**src/rtl/uart_rx_pkt_ctrl_pkg.sv**
```systemverilog
// Shared types and defaults for the UART RX packet controller.
// Frame on the wire: SOF, LEN, LEN payload bytes, CSUM.
package uart_rx_pkt_ctrl_pkg;

    typedef enum logic [2:0] {
        P_IDLE,
        P_LEN,
        P_PAYLOAD,
        P_CSUM,
        P_DRAIN
    } pkt_states_t;

    localparam logic [7:0] SOF_DEFAULT     = 8'hA5;
    localparam int         MAX_LEN_DEFAULT = 16;
    localparam int         TIMEOUT_DEFAULT = 8680;

    // LEN + payload + CSUM must wrap to zero
    function automatic logic csum_ok(
        input logic [7:0] sum,
        input logic [7:0] b
    );
        return 8'(sum + b) == 8'h00;
    endfunction

endpackage

```
**src/rtl/uart_rx_pkt_ctrl_buf.sv**
```systemverilog
// Payload store: one synchronous write port, one async read port.
// Contents are not reset; only entries below the latched length are read.
module uart_pkt_buf
    import uart_rx_pkt_ctrl_pkg::*;
#(
    parameter int DEPTH = MAX_LEN_DEFAULT,
    parameter int AW    = 4
) (
    input  logic          i_clk,
    input  logic          i_we,
    input  logic [AW-1:0] i_waddr,
    input  logic [7:0]    i_wdata,
    input  logic [AW-1:0] i_raddr,
    output logic [7:0]    o_rdata
);

    logic [7:0] mem_q [DEPTH];

    always_ff @(posedge i_clk) begin
        if (i_we) begin
            mem_q[i_waddr] <= i_wdata;
        end
    end

    assign o_rdata = mem_q[i_raddr];

endmodule

```
**src/rtl/uart_rx_pkt_ctrl.sv**
```systemverilog
// Frames the UART RX byte stream into SOF/LEN/payload/CSUM packets
// and releases checked payloads on a valid/ready byte stream.
module uart_rx_pkt_ctrl
    import uart_rx_pkt_ctrl_pkg::*;
#(
    parameter logic [7:0] SOF_BYTE    = SOF_DEFAULT,
    parameter int         MAX_LEN     = MAX_LEN_DEFAULT,
    parameter int         TIMEOUT_CYC = TIMEOUT_DEFAULT
) (
    input  logic       i_clk,
    input  logic       i_rst,
    input  logic       i_rx_done,
    input  logic [7:0] i_rx_byte,
    input  logic       i_rx_err,
    output logic       o_pkt_valid,
    output logic [7:0] o_pkt_data,
    output logic       o_pkt_last,
    input  logic       i_pkt_ready,
    output logic       o_busy,
    output logic       o_csum_err,
    output logic       o_len_err,
    output logic       o_timeout,
    output logic       o_overrun
);

    localparam int CW = $clog2(MAX_LEN + 1);
    localparam int AW = (MAX_LEN > 1) ? $clog2(MAX_LEN) : 1;
    localparam int TW = $clog2(TIMEOUT_CYC);
    localparam logic [TW-1:0] TO_LAST   = TW'(TIMEOUT_CYC - 1);
    localparam logic [7:0]    MAX_LEN_B = 8'(MAX_LEN);

    pkt_states_t   state_q, state_d;
    logic [CW-1:0] len_q, len_d;
    logic [CW-1:0] idx_q, idx_d;
    logic [CW-1:0] rd_q, rd_d;
    logic [7:0]    sum_q, sum_d;
    logic [TW-1:0] tmr_q, tmr_d;
    logic          csum_err_q, csum_err_d;
    logic          len_err_q, len_err_d;
    logic          tmo_q, tmo_d;
    logic          ovr_q, ovr_d;

    logic       timed, drain, last, hs, wr_en, tmo_hit;
    logic [7:0] rd_data;

    assign timed   = state_q inside {P_LEN, P_PAYLOAD, P_CSUM};
    assign drain   = state_q == P_DRAIN;
    assign last    = drain && (rd_q == len_q - 1'b1);
    assign hs      = drain && i_pkt_ready;
    assign wr_en   = (state_q == P_PAYLOAD) && i_rx_done && !i_rx_err;
    assign tmo_hit = timed && !i_rx_err && !i_rx_done && (tmr_d == TO_LAST);

    always_comb begin
        state_d    = state_q;
        len_d      = len_q;
        idx_d      = idx_q;
        rd_d       = rd_q;
        sum_d      = sum_q;
        tmr_d      = '0;
        csum_err_d = 1'b0;
        len_err_d  = 1'b0;
        tmo_d      = 1'b0;
        ovr_d      = 1'b0;
        if (timed && !i_rx_done) begin
            tmr_d = tmr_q + 1'b1;
        end
        // A receiver error outranks everything, including this cycle's byte
        if (timed && i_rx_err) begin
            state_d = P_IDLE;
        end else if (tmo_hit) begin
            tmo_d   = 1'b1;
            state_d = P_IDLE;
        end else begin
            case (state_q)
                P_IDLE: begin
                    if (i_rx_done && i_rx_byte == SOF_BYTE) begin
                        state_d = P_LEN;
                    end
                end
                P_LEN: begin
                    if (i_rx_done) begin
                        if (i_rx_byte == 8'h00 || i_rx_byte > MAX_LEN_B) begin
                            len_err_d = 1'b1;
                            state_d   = P_IDLE;
                        end else begin
                            len_d   = i_rx_byte[CW-1:0];
                            sum_d   = i_rx_byte;
                            idx_d   = '0;
                            state_d = P_PAYLOAD;
                        end
                    end
                end
                P_PAYLOAD: begin
                    if (i_rx_done) begin
                        sum_d = sum_q + i_rx_byte;
                        idx_d = idx_q + 1'b1;
                        if (idx_d == len_q) begin
                            state_d = P_CSUM;
                        end
                    end
                end
                P_CSUM: begin
                    if (i_rx_done) begin
                        if (csum_ok(sum_q, i_rx_byte)) begin
                            rd_d    = '0;
                            state_d = P_DRAIN;
                        end else begin
                            csum_err_d = 1'b1;
                            state_d    = P_IDLE;
                        end
                    end
                end
                P_DRAIN: begin
                    ovr_d = i_rx_done;
                    if (hs) begin
                        rd_d = rd_q + 1'b1;
                        if (last) begin
                            state_d = P_IDLE;
                        end
                    end
                end
                default: state_d = P_IDLE;
            endcase
        end
    end

    always_ff @(posedge i_clk) begin
        if (i_rst) begin
            state_q    <= P_IDLE;
            len_q      <= '0;
            idx_q      <= '0;
            rd_q       <= '0;
            sum_q      <= '0;
            tmr_q      <= '0;
            csum_err_q <= 1'b0;
            len_err_q  <= 1'b0;
            tmo_q      <= 1'b0;
            ovr_q      <= 1'b0;
        end else begin
            state_q    <= state_d;
            len_q      <= len_d;
            idx_q      <= idx_d;
            rd_q       <= rd_d;
            sum_q      <= sum_d;
            tmr_q      <= tmr_d;
            csum_err_q <= csum_err_d;
            len_err_q  <= len_err_d;
            tmo_q      <= tmo_d;
            ovr_q      <= ovr_d;
        end
    end

    uart_pkt_buf #(
        .DEPTH (MAX_LEN),
        .AW    (AW)
    ) u_buf (
        .i_clk   (i_clk),
        .i_we    (wr_en),
        .i_waddr (idx_q[AW-1:0]),
        .i_wdata (i_rx_byte),
        .i_raddr (rd_q[AW-1:0]),
        .o_rdata (rd_data)
    );

    assign o_pkt_valid = drain;
    assign o_pkt_data  = drain ? rd_data : 8'h00;
    assign o_pkt_last  = last;
    assign o_busy      = state_q != P_IDLE;
    assign o_csum_err  = csum_err_q;
    assign o_len_err   = len_err_q;
    assign o_timeout   = tmo_q;
    assign o_overrun   = ovr_q;

endmodule

```
**config.mk**
```make
export PLATFORM = sky130hd
export DESIGN_NAME = uart_rx_pkt_ctrl
export DESIGN_NICKNAME = d
export VERILOG_FILES = /design/src/rtl/uart_rx_pkt_ctrl_pkg.sv /design/src/rtl/uart_rx_pkt_ctrl_buf.sv /design/src/rtl/uart_rx_pkt_ctrl.sv
export SDC_FILE = /design/constraint.sdc
export NUM_CORES = 1
export LEC_CHECK = 0
export ABC_AREA = 1
export ABC_CLOCK_PERIOD_IN_PS = 3500
export BUFFER_PORTS_ARGS = -buffer_cell sky130_fd_sc_hd__buf_2
export CORE_MARGIN = 4
export CORE_UTILIZATION = 47
export DETAILED_ROUTE_END_ITERATION = 8
export PLACE_DENSITY = 0.67
export SLEW_MARGIN = 0
export SYNTH_ARGS = -nofsm -noshare
export SYNTH_HDL_FRONTEND = slang
export SYNTH_SLANG_ARGS = --single-unit
export TNS_END_PERCENT = 100
```
**constraint.sdc**
```tcl
create_clock -name i_clk -period 3.5 [get_ports i_clk]
set_clock_uncertainty 0.05 [all_clocks]
set_input_delay 1.05 -clock i_clk [delete_from_list [all_inputs] [get_ports i_clk]]
set_output_delay 1.05 -clock i_clk [all_outputs]
set_load 0.03 [all_outputs]
```
==> flow_summary.json, run 1 <==
{
  "status": "completed",
  "worstReg2RegStart": "state_q[2]",
  "crit_fanout": 23,
  "timing.setup.tns_ps": 0,
  "max_freq_mhz": 299.8,
  "ir_worst_vdd_v": 0.0003417,
  "crit_required_ps": 2400,
  "grt_pass1_wl_um": 30200,
  "end_kind": "primary output",
  "path_clk_slew_ps": 70,
  "ant_nets": 0,
  "crit_chain": "clkinv_2, buf_4, o21ai_0, o22ai_1, o211ai_1, a21oi_1, buf_2",
  "floorplan.initialDensity": 0.4835,
  "critPathLaunchType": "flip-flop",
  "synth_fp_nets": 853,
  "ioPinCount": 28,
  "worst_pin_slew_ps": 491.3,
  "avgSynthCellArea_um2": 9.822,
  "wl_per_cell_um": 16.99,
  "ys_warn_count": 0,
  "cts_inserted_buffers": 17,
  "synth_area_mm2": 0.008103,
  "setup_viol": 0,
  "drv_cap": 0,
  "fp.dieH_um": 139.3,
  "ys_seq_area_frac": 0.5930,
  "vias": 5966,
  "hold_start": "sum_q[4]",
  "die_w_um": 139.3,
  "nets": 896,
  "hold_ws_ps": 432.9,
  "clockBufferDepth": 2,
  "drv_slew": 0,
  "cts-root-buf": "clkbuf_16",
  "met2_length_um": 8816,
  "ys_types": 39,
  "met3_length_um": 943,
  "cts_tree": "built",
  "crit_type": "flip-flop to primary output",
  "overflow": 0,
  "cts.sinks": 176,
  "top_layer_used": "met4",
  "antenna_found_initial": 0,
  "slew-limit-headroom": 0.6721,
  "drt_iter0_markers": 494,
  "ys_ff_latch": 176,
  "track_usage": 0.1970,
  "final_util": 0.5461,
  "drive_gt1_frac": 0.1430,
  "clock_latency_ps": 430,
  "p_per_area_mw_per_mm2": 507.1,
  "final_common_cell": "edfxtp_1",
  "dieArea_mm2": 0.01940,
  "synthCells": 825,
  "dp_hpwl_um": 12130,
  "arrival_ps": 2240,
  "portBuffers": 27,
  "grt_max_degree": 65,
  "core_region_area_mm2": 0.01676,
  "dr.pass1.iters": 5,
  "grt_pass1_vias": 5778,
  "routed_wl_um": 18720,
  "slowest_stage": "dfxtp_2",
  "min_period_ps": 3335,
  "rsz0062_at_grt": "false",
  "p_leak_nw": 3.344,
  "syn_to_final_growth_pct": 12.96,
  "p_total_mw": 4.642,
  "h-tree-depth": 4,
  "layout_common_cells": "edfxtp_1, nand2_1, nor2_1",
  "final_hold_viol_count": 0,
  "wl_met1_um": 8610,
  "max_stage_delay_ps": 340,
  "vias_per_cell": 5.414,
  "fin_crit_sh": 0.9529,
  "gp_congestion": 0.8671,
  "hold_path.class": "flip-flop to flip-flop",
  "hold_buffers": 0,
  "row_count": 47,
  "drc": 0
}
-- cells in the mapped netlist, drive strengths merged --
master	number	area, µm²
nand2	142	575.6
nor2	134	553.0
edfxtp	128	3844
o21ai	84	420.4
inv	70	265.3
dfxtp	48	960.9
a21oi	43	249.0
nand3	38	215.2
clkbuf	27	101.4
o221ai	21	183.9
ha	14	175.2
nand4	12	75.07
o211ai	12	90.09
o22ai	11	68.82
xor2	10	87.58
nor3	8	40.04
xnor2	6	52.55
buf	5	43.79
nand3b	3	22.52
or2	3	18.77
o21bai	2	18.77
a21o	1	7.510
a31oi	1	6.260
fa	1	20.02
o31ai	1	7.510
-- logic make-up after synthesis --
group / count (synthesis) / synth area share
xor gates and xnor gates: 16 / 0.01729
adders and majority gates: 15 / 0.02409
AOI/OAI and AO/OA: 176 / 0.1299
and+or+nand+nor: 340 / 0.1851
buffers and inverters: 102 / 0.05065
DFF: 176 / 0.5930
-- registers in the layout (all words and copies together) (netlist names), named ones only --
name and count:
u_buf.mem_q 128, tmr_q 14, sum_q 8, idx_q 5, len_q 5, rd_q 5, state_q 3, o_csum_err 1
o_len_err 1, o_overrun 1, o_timeout 1
-- power by group --
part	internal [mW]	switching [mW]
Combinational	0.169	0.448
Clock	0.974	0.780
Sequential	2.25	0.0190
Total	3.39	1.25
-- metrics by stage --
stage / cell area (µm²) / worst slack (ps) / std cells
after floorplan: 8103 / 692.2 / 825
after global placement: 8600 / 365.6 / 1069
after detailed placement: 8600 / 279.6 / 1069
after CTS: 9145 / 48.79 / 1101
after global routing: 9150 / 12.24 / 1101
final: 9153 / 164.9 / 1102
-- critical path: cells and delay by family, from the launching register on --
kind,cells,cell delay [ps]
buffers and inverters,3,820
AO/OA/AOI/OAI,4,650
flip-flops,1,340
-- timing repair --
action,in CTS,in global routing
resized for setup,0,2
setup buffers,0,0
setup endpoints to repair,0,8
-- metal layers --
layer | global-route usage | vias up
met5 | 0 | -
met1 | 0.2680 | 2822
met3 | 0.03533 | 29
met2 | 0.3186 | 162
li1 | - | 2953
met4 | 0.07055 | 0
-- worst paths after layout --
path / cells after the start / slack, ps / to
worst max-delay path: 7 / 160 / o_pkt_data[6]
worst min-delay path: 2 / 430 / sum_q[4]
worst max register to register: 8 / 930 / u_buf.mem_q[10][1]
worst min register to register: 2 / 430 / sum_q[4]
-- area by class of cell --
cell class	instances	area [µm²]
Clock inverter	14	116.4
Tap cell	220	275.3
Antenna cell	1	2.502
Clock buffer	18	429.2
Timing Repair Buffer	56	369.1
Fill cell	1475	7607
Sequential cell	176	4806
Multi-Input combinational cell	547	2888
Inverter	70	266.5
(Power assumes the default switching activity.)
==> run 2, diff against run 1 <==
- GPL_TIMING_DRIVEN: not set -> 0
==> flow_summary.json, run 2 (same netlist as run 1, synthesis figures left out) <==
{
  "fin_crit_sh": 0.9724,
  "ant_nets": 0,
  "vias_per_cell": 5.539,
  "timing.setup.tns_ps": 0,
  "min_period_ps": 3404,
  "layout_common_cells": "edfxtp_1, nand2_1, nor2_1",
  "final_common_cell": "edfxtp_1",
  "h-tree-depth": 4,
  "drv_slew": 0,
  "dieArea_mm2": 0.01940,
  "setup_viol": 0,
  "endpoint": "o_pkt_data[6]",
  "overflow": 0,
  "end_kind": "primary output",
  "row_count": 47,
  "grt_max_degree": 23,
  "die_w_um": 139.3,
  "track_usage": 0.2137,
  "worstReg2RegStart": "state_q[2]",
  "routed_wl_um": 20340,
  "fp.dieH_um": 139.3,
  "cts_tree": "built",
  "largest_reg_flops": 128,
  "clock_latency_ps": 430,
  "ioPinCount": 28,
  "cp.depth": 8,
  "hold_ws_ps": 426.3,
  "path_clk_slew_ps": 60,
  "vias": 6098,
  "wl_per_cell_um": 18.47,
  "status": "completed",
  "cts.sinks": 176,
  "crit_chain": "clkbuf_4, inv_4, clkbuf_4, o21ai_0, o221ai_1, o211ai_1, a21oi_1, buf_2",
  "rrSetupSlack_ps": 750,
  "critPathLaunchType": "flip-flop",
  "core_region_area_mm2": 0.01676,
  "antenna_found_initial": 0,
  "ir_worst_vdd_v": 0.0003714,
  "cts_inserted_buffers": 17,
  "drt_iter0_markers": 553,
  "dp_hpwl_um": 13640,
  "p_per_area_mw_per_mm2": 515.8,
  "grt_pass1_vias": 5864,
  "placed_cell_area_mm2": 0.008518,
  "p_leak_nw": 3.293,
  "drive_gt1_frac": 0.1396,
  "syn_to_final_growth_pct": 12.71,
  "diodes": 0,
  "drv_cap": 0,
  "slew-limit-headroom": 0.3746,
  "drc": 0,
  "clockBufferDepth": 2,
  "crit_required_ps": 2400,
  "crit_path_frequent_cell": "clkbuf_4",
  "grt_pass1_wl_um": 31910,
  "max_freq_mhz": 293.8,
  "floorplan.initialDensity": 0.4835,
  "nets": 898,
  "slowest_stage": "dfxtp_1",
  "dr.pass1.iters": 5,
  "r2r_end": "u_buf.mem_q[5][1]",
  "top_register": "u_buf.mem_q",
  "hold_path.class": "flip-flop to flip-flop",
  "cts-root-buf": "clkbuf_16",
  "crit_fanout": 10,
  "gp_congestion": 0.8912,
  "n_fill_cell": 1487,
  "cp_num_buf_inv": 4,
  "worst_pin_slew_ps": 934.7,
  "rr_worst_depth": 7,
  "arrival_ps": 2300,
  "crit_family": "buffers and inverters",
  "portBuffers": 26,
  "largestRegisters": "u_buf.mem_q x128, tmr_q x14, sum_q x8",
  "final_hold_viol_count": 0,
  "hold_buffers": 0,
  "final_area_mm2": 0.009133,
  "crit_type": "flip-flop to primary output",
  "max_stage_delay_ps": 320
}
[run 2: changes by cell type in the layout (fill, tap and decap cells not counted), moves of 2 or more]
cell / previous run / this run
buf_4: 27 / 1
clkbuf_4: 0 / 10
o221ai_2: 0 / 2
a21oi_1: 36 / 34
o221ai_1: 21 / 19
clkbuf_1: 1 / 11
a21oi_2: 6 / 8
clkbuf_2: 0 / 7
nor3_1: 8 / 5
nor3_2: 0 / 3
clkinv_1: 4 / 2
[run 2: worst register-to-register path, cell delays in order, from the launching register on]
cell and delay, ps:
dfxtp_1 360, nor2_1 150, nand2_1 220, inv_1 270, nand2_1 100, nor2_1 270
nand2_1 190, nor2_1 740
[run 2: timing repair]
action | 4_1_cts | 5_1_grt
hold endpoints to repair | 0 | 0
buffers inserted | 0 | 0
resized for setup | 22 | 28
cloned | 0 | 0
endpoints found under the setup margin | 8 | 8
pin swaps | 0 | 2
[run 2: layout make-up]
class,count,area (µm²),area share
buffer,32,198.9,0.02178
clock buffer,20,436.7,0.04781
clock inverter,10,91.34,0.01000
inverter,70,267.8,0.02932
multi-input combinational,547,2923,0.3200
sequential,176,4805,0.5261
tap,220,275.3,0.03014
timing repair buffer,26,135.1,0.01480
[run 2: worst min-delay path by stage]
stage | cells past startpoint | slack [ps] | end | start
global route | 2 | 460 | sum_q[6] | sum_q[6]
CTS | 1 | 430 | tmr_q[0] | tmr_q[0]
floorplan | 1 | 390 | tmr_q[0] | tmr_q[0]
finish | 1 | 430 | tmr_q[0] | tmr_q[0]
detailed placement | 1 | 420 | tmr_q[0] | tmr_q[0]
global placement | 1 | 410 | tmr_q[0] | tmr_q[0]
[run 2: routing by layer]
metal	part of all wire	track usage	wire length, µm	vias up
met5	0	0	0	-
met4	0.031	0.09269	629	0
met3	0.063	0.04014	1277	50
met2	0.47	0.3399	9475	241
met1	0.44	0.2880	8955	2841
li1	-	-	-	2966
[run 2: through the flow]
step	util	instances	total power [mW]	setup slack, ps
2_1_floorplan	-	825	2.723	692.2
3_3_place_gp	0.5077	1071	2.963	-109.3
3_5_place_dp	0.5082	1071	2.971	-150.9
4_1_cts	0.5417	1101	4.696	32.16
5_1_grt	0.5449	1101	4.886	-8.040
6_report	0.5449	1101	4.710	96.47
[run 2: power breakdown]
group / internal [mW] / switching [mW]
clock: 0.968 / 0.766
combinational: 0.198 / 0.508
sequential: 2.25 / 0.0192
total: 3.42 / 1.29
==> run 3, diff against run 2 <==
- CELL_PAD_IN_SITES_DETAIL_PLACEMENT: not set -> 0
- CELL_PAD_IN_SITES_GLOBAL_PLACEMENT: not set -> 2
- CORE_UTILIZATION: 47 -> 40
- PLACE_DENSITY: 0.67 -> 0.83
==> flow_summary.json, run 3 (same netlist as run 1, synthesis figures left out) <==
{
  "critPathLaunchType": "flip-flop",
  "end_kind": "primary output",
  "dieArea_mm2": 0.02260,
  "p_per_area_mw_per_mm2": 535.3,
  "cp.depth": 8,
  "cp_num_buf_inv": 4,
  "ir_worst_vdd_v": 0.0003092,
  "slowest_stage": "dfxtp_1",
  "p_leak_nw": 3.347,
  "crit_fanout": 10,
  "placed_cell_area_mm2": 0.008569,
  "grt_pass1_wl_um": 33290,
  "track_usage": 0.1973,
  "grt_max_degree": 23,
  "timing.setup.tns_ps": 0,
  "cts.sinks": 176,
  "dr.pass1.iters": 5,
  "largest_reg_flops": 128,
  "drc": 0,
  "largestRegisters": "u_buf.mem_q x128, tmr_q x14, sum_q x8",
  "path_clk_slew_ps": 70,
  "antenna_found_initial": 0,
  "gp_congestion": 0.8428,
  "wl_per_cell_um": 18.67,
  "core_region_area_mm2": 0.01972,
  "status": "completed",
  "floorplan.initialDensity": 0.4109,
  "die_w_um": 150.3,
  "portBuffers": 26,
  "final_common_cell": "edfxtp_1",
  "slew-limit-headroom": 0.2196,
  "h-tree-depth": 4,
  "crit_type": "flip-flop to primary output",
  "setup_viol": 0,
  "grt_pass1_vias": 5989,
  "nets": 897,
  "cts-root-buf": "clkbuf_16",
  "hold_path_depth": 1,
  "drv_slew": 0,
  "layout_common_cells": "edfxtp_1, nand2_1, nor2_1",
  "arrival_ps": 2290,
  "final_cells": 1147,
  "row_count": 51,
  "rrSetupSlack_ps": 620,
  "cts_tree": "built",
  "ioPinCount": 28,
  "final_area_mm2": 0.009250,
  "max_freq_mhz": 294.8,
  "vias_per_cell": 5.259,
  "diodes": 0,
  "p_total_mw": 4.951,
  "fp.dieH_um": 150.3,
  "vias": 6032,
  "crit_path_frequent_cell": "clkbuf_4",
  "drive_gt1_frac": 0.1463,
  "top_register": "u_buf.mem_q",
  "crit_family": "buffers and inverters",
  "rr_worst_depth": 7,
  "max_stage_delay_ps": 310,
  "clockBufferDepth": 2,
  "dp_hpwl_um": 14480,
  "ant_nets": 0,
  "dp_cells": 1116,
  "crit_required_ps": 2400,
  "min_period_ps": 3393,
  "worst_pin_slew_ps": 1162,
  "cts_inserted_buffers": 17,
  "final_hold_viol_count": 0,
  "overflow": 0,
  "drt_iter0_markers": 468,
  "clock_latency_ps": 430,
  "routed_wl_um": 21410,
  "fin_crit_sh": 0.9693,
  "drv_cap": 0,
  "hold_path.class": "flip-flop to flip-flop",
  "syn_to_final_growth_pct": 14.16,
  "crit_chain": "clkbuf_4, inv_2, clkbuf_4, o21ai_0, o22ai_1, o211ai_1, a21oi_1, buf_2"
}
run 3: report_power, final:
| group | internal [mW] | total, mW | leakage, nW | switching [mW] |
|---|---|---|---|---|
| clock network | 1.15 | 1.96 | 0.293 | 0.813 |
| logic | 0.195 | 0.721 | 1.52 | 0.526 |
| registers | 2.25 | 2.27 | 1.54 | 0.0192 |
| total | 3.59 | 4.95 | 3.35 | 1.36 |
run 3: per-layer routing:
layer / part of all wire / wire [µm] / global-route usage
met2: 0.45 / 9678 / 0.3084
met5: 0 / 0 / 0
met3: 0.052 / 1114 / 0.03883
met4: 0.032 / 675 / 0.08188
met1: 0.46 / 9943 / 0.2696
run 3: area by class of cell:
type	instances	area, µm²
Fill cell	1851	10470
Sequential cell	176	4805
Multi-Input combinational cell	547	2929
Clock buffer	20	446.7
Tap cell	265	331.6
Inverter	70	265.3
Buffer	31	185.2
Clock inverter	12	155.1
Timing Repair Buffer	26	132.6
run 3: through the flow:
step / hold WS (ps) / setup slack (ps) / utilization
5_1_grt: 451.1 / -1.383 / 0.4691
3_3_place_gp: 406.5 / -231.9 / 0.4344
4_1_cts: 437.5 / 8.334 / 0.4665
3_5_place_dp: 423.5 / -270.3 / 0.4346
2_1_floorplan: 390.7 / 692.2 / -
6_report: 432.3 / 107.5 / 0.4691
run 3: worst paths after layout:
check	startpoint	end
hold reg to reg	tmr_q[0]	tmr_q[0]
setup / recovery	flip-flop	o_pkt_data[1]
hold / removal	tmr_q[0]	tmr_q[0]
setup reg to reg	state_q[2]	u_buf.mem_q[3][4]
run 3: repair_timing:
item | in CTS | in global routing
endpoints found under the setup margin | 8 | 12
endpoints found under the hold margin | 0 | 0
gates resized for setup | 19 | 25
pin swaps | 0 | 2
hold buffers | 0 | 0
setup buffers | 0 | 0
